===== src/rtl/frame_rw_arbiter.sv =====
// Camera-write / HDMI-read burst arbiter over one frame buffer memory port.
// Define FRAME_PINGPONG_EN for two-bank ping-pong; otherwise a single bank is used.
module frame_rw_arbiter #(
    parameter int unsigned BURST_LEN     = 64,
    parameter int unsigned FRAME_WORDS   = 786432,
    parameter logic [23:0] BANK_STRIDE   = 24'h100000,
    parameter int unsigned RD_FIFO_DEPTH = 512,
    parameter int unsigned RD_LOW        = 128
) (
    input  logic        sys_clk,
    input  logic        sys_rst,
    input  logic [9:0]  wr_fifo_cnt,
    input  logic [9:0]  rd_fifo_cnt,
    input  logic        wr_frame_start,
    input  logic        rd_frame_start,
    output logic        mem_req,
    output logic        mem_we,
    output logic [23:0] mem_addr,
    input  logic        mem_ack,
    input  logic        mem_done,
    output logic        wr_bank,
    output logic        rd_bank,
    output logic        busy
);

    typedef enum logic [1:0] {IDLE, CMD, WAIT} state_t;

    localparam logic [23:0] BURST  = 24'(BURST_LEN);
    localparam logic [23:0] FRAME  = 24'(FRAME_WORDS);
    localparam logic [10:0] WR_MIN = 11'(BURST_LEN);
    localparam logic [10:0] RD_MAX = 11'(RD_FIFO_DEPTH - BURST_LEN);
    localparam logic [10:0] RD_URG = 11'(RD_LOW);

    state_t      state;
    state_t      state_nxt;
    logic [23:0] wr_off;
    logic [23:0] rd_off;
    logic        wr_cmp;
    logic        rd_cmp;
    logic        wr_pend;
    logic        rd_pend;
    logic        last_rd;
    logic        apply;
    logic        wr_elig;
    logic        rd_elig;
    logic        rd_urgent;
    logic        grant;
    logic        grant_rd;
    logic [23:0] grant_base;
    logic [23:0] grant_addr;

    // Pending frame starts are serviced before any new burst is granted
    assign apply     = (state == IDLE) && (wr_pend || rd_pend);
    assign wr_elig   = ({1'b0, wr_fifo_cnt} >= WR_MIN) && !wr_cmp;
    assign rd_elig   = ({1'b0, rd_fifo_cnt} <= RD_MAX) && !rd_cmp;
    assign rd_urgent = rd_elig && ({1'b0, rd_fifo_cnt} < RD_URG);

    assign mem_req = (state == CMD);
    assign busy    = (state != IDLE);

    always_ff @(posedge sys_clk or posedge sys_rst) begin
        if (sys_rst) begin
            state <= IDLE;
        end else begin
            state <= state_nxt;
        end
    end

    always_comb begin
        state_nxt = state;
        grant     = 1'b0;
        grant_rd  = 1'b0;
        case (state)
            IDLE: begin
                if (!apply) begin
                    if (rd_urgent) begin
                        grant    = 1'b1;
                        grant_rd = 1'b1;
                    end else if (wr_elig && rd_elig) begin
                        grant    = 1'b1;
                        grant_rd = !last_rd;
                    end else if (wr_elig || rd_elig) begin
                        grant    = 1'b1;
                        grant_rd = rd_elig;
                    end
                end
                if (grant) state_nxt = CMD;
            end
            CMD:     if (mem_ack) state_nxt = WAIT;
            WAIT:    if (mem_done) state_nxt = IDLE;
            default: state_nxt = IDLE;
        endcase
    end

`ifdef FRAME_PINGPONG_EN
    logic wr_bank_q;
    logic rd_bank_q;
    logic last_done_bank;

    always_ff @(posedge sys_clk or posedge sys_rst) begin
        if (sys_rst) begin
            wr_bank_q      <= 1'b0;
            rd_bank_q      <= 1'b0;
            last_done_bank <= 1'b1;
        end else begin
            if (apply && wr_pend && wr_cmp) begin
                last_done_bank <= wr_bank_q;
                wr_bank_q      <= ~wr_bank_q;
            end
            if (apply && rd_pend) rd_bank_q <= last_done_bank;
        end
    end

    assign wr_bank    = wr_bank_q;
    assign rd_bank    = rd_bank_q;
    assign grant_base = (grant_rd ? rd_bank_q : wr_bank_q) ? BANK_STRIDE : 24'd0;
`else
    assign wr_bank    = 1'b0;
    assign rd_bank    = 1'b0;
    assign grant_base = 24'd0;
`endif

    assign grant_addr = grant_base + (grant_rd ? rd_off : wr_off);

    always_ff @(posedge sys_clk or posedge sys_rst) begin
        if (sys_rst) begin
            mem_we   <= 1'b0;
            mem_addr <= 24'd0;
            wr_off   <= 24'd0;
            rd_off   <= 24'd0;
            wr_cmp   <= 1'b0;
            rd_cmp   <= 1'b0;
            wr_pend  <= 1'b0;
            rd_pend  <= 1'b0;
            last_rd  <= 1'b1;
        end else begin
            wr_pend <= wr_frame_start | (wr_pend & ~apply);
            rd_pend <= rd_frame_start | (rd_pend & ~apply);
            if (grant) begin
                mem_we   <= !grant_rd;
                mem_addr <= grant_addr;
                last_rd  <= grant_rd;
            end
            // Offset advances only once the burst has actually finished
            if (state == WAIT && mem_done) begin
                if (mem_we) begin
                    wr_off <= wr_off + BURST;
                    if (wr_off + BURST == FRAME) wr_cmp <= 1'b1;
                end else begin
                    rd_off <= rd_off + BURST;
                    if (rd_off + BURST == FRAME) rd_cmp <= 1'b1;
                end
            end
            if (apply && wr_pend) begin
                wr_off <= 24'd0;
                wr_cmp <= 1'b0;
            end
            if (apply && rd_pend) begin
                rd_off <= 24'd0;
                rd_cmp <= 1'b0;
            end
        end
    end

endmodule

===== config.mk =====
export PLATFORM = sky130hd
export DESIGN_NAME = frame_rw_arbiter
export DESIGN_NICKNAME = d
export VERILOG_FILES = /design/src/rtl/frame_rw_arbiter.sv
export SDC_FILE = /design/constraint.sdc
export NUM_CORES = 1
export LEC_CHECK = 0
export ABC_CLOCK_PERIOD_IN_PS = 3850
export CAP_MARGIN = 0
export CORE_AREA = 2 2 87 89
export CTS_BUF_LIST = sky130_fd_sc_hd__clkbuf_4 sky130_fd_sc_hd__clkbuf_8 sky130_fd_sc_hd__clkbuf_16
export DETAILED_ROUTE_END_ITERATION = 7
export DIE_AREA = 0 0 89 91
export PLACE_DENSITY = 0.84
export SLEW_MARGIN = 20
export SYNTH_ARGS = -nofsm -noshare
export SYNTH_HDL_FRONTEND = slang
export SYNTH_SLANG_ARGS = --single-unit

===== constraint.sdc =====
create_clock -name sys_clk -period 3.85 [get_ports sys_clk]
set_clock_uncertainty 0.05 [all_clocks]
set_input_delay 0.77 -clock sys_clk [delete_from_list [all_inputs] [get_ports sys_clk]]
set_output_delay 0.77 -clock sys_clk [all_outputs]
set_load 0.05 [all_outputs]

==> results.sh <==
export IMPL_yosys_register_bits=62
export IMPL_p_leak_nw=1.876
export IMPL_path_cells="nor2_1 -> inv_1 -> clkdlybuf4s50_1"
export IMPL_cts_num_sinks=62
export IMPL_setup_viol=0
export IMPL_clk_pin_slew_ps=70
export IMPL_fin_nets=466
export IMPL_cp_top_family="buffers and inverters"
export IMPL_finalSetupTns_ps=0
export IMPL_yosysMostFrequentCell="dfrtp_1"
export IMPL_synth_top_cell_area_share_pct=39.70
export IMPL_num_rows=31
export IMPL_vdd_drop_max_v=0.0002341
export IMPL_netlist_instances=413
export IMPL_post_route_min_period_ps=3059
export IMPL_start_util_pct=53.87
export IMPL_routed_wl_mm=9.080
export IMPL_ys_async_sr_fraction_pct=100.0
export IMPL_worstMarginPinSlew_ps=780.6
export IMPL_cts_setup_buffers=0
export IMPL_viasPerCell=6.142
export IMPL_drcViolationCount=0
export IMPL_path_class="flip-flop to output port"
export IMPL_cts_max_level=3
export IMPL_io_pins=55
export IMPL_ys_seq_area_share_pct=40.38
export IMPL_core_sq_um=7137
export IMPL_yosys_top_cells_count="dfrtp_1, o21ai_0, nand2_1"
export IMPL_worst_slack_ps=791.5
export IMPL_rsz0062_at_grt="false"
export IMPL_synth_main_ff_cell="dfrtp_1"
export IMPL_dr_pass1_iters=6
export IMPL_syn2layout_area_growth_pct=14.06
export IMPL_hpwl_mm=6.310
export IMPL_cts_made_buffers=9
export IMPL_antenna_found_initial=0
export IMPL_max_slew_margin_rel_pct=47.25
export IMPL_io_buffer_count=40
export IMPL_min_path_type="flip-flop to flip-flop"
export IMPL_critical_path_n_buffers_inverters=2
export IMPL_yosys_warnings=0
export IMPL_grt_max_degree=36
export IMPL_dp_slack_ps=721.0
export IMPL_slew_viol_final=0
export IMPL_dr_total_vias=3329
export IMPL_cp_required_ps=3030
export IMPL_wl_per_cell_microns=16.75
export IMPL_cts_resized=0
export IMPL_hold_viol=0
export IMPL_synth_avg_cell_area_sq_um=9.310
export IMPL_worst_path_max_fanout=8
export IMPL_max_stage_delay_ps=740
export IMPL_grt_pass1_vias=3042
export IMPL_outcome="finished, final reports clean"
export IMPL_cp_arrival_ps=2240
export IMPL_powerDensity_nw_per_um2=423.4
export IMPL_grt_usage_pct=23.68
export IMPL_drive_above_1_share_pct=16.93
export IMPL_grt_pass1_wl_mm=14.99
export IMPL_clkLatencyLatePin_ps=350
export IMPL_synth_top_cell_by_area="dfrtp_1"
export IMPL_place_area_sq_um=4178
export IMPL_syn_area_sq_um=3845
export IMPL_synthTopCellsByArea="dfrtp_1, mux2_2, o21ai_0"
export IMPL_postLayoutCellArea_sq_um=4385
export IMPL_die_h_microns=91
export IMPL_initialDrtViolationCount=337
export IMPL_worstSetupEndpointType="output port"
export IMPL_synth_edf_count=0
export IMPL_critPathLaunchType="flip-flop"
export IMPL_grt_overflow=0
export IMPL_ctsHoldBuffers=0
export IMPL_clockRootBuffer="clkbuf_8"
export IMPL_dieArea_sq_um=8099
export IMPL_cts_tree="built"
export IMPL_max_freq_mhz=327.0
export IMPL_cpMaxStageDelayCell="clkdlybuf4s50_1"
export IMPL_ant_nets=0
export IMPL_cts_max_path_buffers=2
export IMPL_antenna_cells=0
export IMPL_place_gp_congestion=0.9112
export IMPL_ys_types=58
export IMPL_die_w_microns=89
export IMPL_period_share_pct=79.44
export IMPL_drv_cap=0
[worst paths after layout]
check                              from           end  slack [ps]  cells past startpoint
setup / recovery               state[1]          busy         790                      3
hold reg to reg            mem_addr[23]  mem_addr[23]         450                      1
min in group asynchronous       sys_rst     wr_off[8]         820                      2
max in group asynchronous       sys_rst    rd_off[12]        2240                      3
setup reg to reg               state[1]  mem_addr[16]        1270                      6
hold / removal             mem_addr[23]  mem_addr[23]         450                      1
[state kept, by name (all words and copies together) (netlist names)]
register	cells
state	2
wr_cmp	1
wr_pend	1
rd_pend	1
mem_addr	18
mem_we	1
wr_off	18
rd_cmp	1
last_rd	1
rd_off	18
[routing by layer]
| metal | track usage, % | share of wire (%) | vias up |
|---|---|---|---|
| met1 | 33.59 | 41 | 1607 |
| met5 | 0 | 0 | - |
| li1 | - | - | 1555 |
| met4 | 7.960 | 1.8 | 0 |
| met3 | 5.000 | 7.6 | 16 |
| met2 | 35.95 | 49 | 151 |
[final cells by class]
type	instances	area, sq um
Inverter	9	33.78
Timing Repair Buffer	50	475.5
Fill cell	570	2751
Clock buffer	12	158.9
Tap cell	99	123.9
Sequential cell	62	1553
Multi-Input combinational cell	306	1996
Clock inverter	4	45.04
[per-stage QoR]
| step | total power (W) | hold WS, ps | utilization [%] | instances |
|---|---|---|---|---|
| after floorplan | 0.001097 | 414.0 | - | 420 |
| after global routing | 0.001931 | 474.1 | 61.45 | 542 |
| after CTS | 0.001849 | 457.3 | 61.40 | 542 |
| after detailed placement | 0.001257 | 441.9 | 58.54 | 526 |
| after global placement | 0.001249 | 440.8 | 58.54 | 526 |
| final | 0.001857 | 451.8 | 61.45 | 542 |
[cells by family (layout without fill, tap and decap cells)]
group | after synthesis | after routing | share of synthesized area, %
buffers and inverters | 52 | 75 | 8.656
adders and majority gates | 2 | 2 | 0.6507
muxes | 38 | 38 | 11.10
AOI/OAI and AO/OA | 106 | 106 | 17.22
xor gates and xnor gates | 10 | 10 | 2.278
and+or+nand+nor | 142 | 142 | 19.62
DFF | 62 | 62 | 40.38
other | 1 | 8 | 0.09753
[cells in the final DEF (no fill, tap or decap), types with 3 or more instances in the layout]
cell	n
mux2_2	35
xor2_1	5
nand2_1	40
nand3_1	19
o31ai_1	12
a21o_1	3
o21ai_0	50
clkdlybuf4s50_1	40
dfrtp_1	61
conb_1	8
buf_4	10
a21oi_1	13
nor4_1	6
nor2_1	27
clkbuf_8	11
nand4_1	13
a31oi_1	5
and4_1	5
clkinv_2	3
xnor2_1	5
inv_1	8
nor3_1	8
and3_1	7
[where the power goes]
group / internal [W] / switching (W)
sequential: 0.000695 / 0.0000576
clock: 0.000338 / 0.000257
combinational: 0.000167 / 0.000343
total: 0.00120 / 0.000657
(Power assumes the default switching activity.)
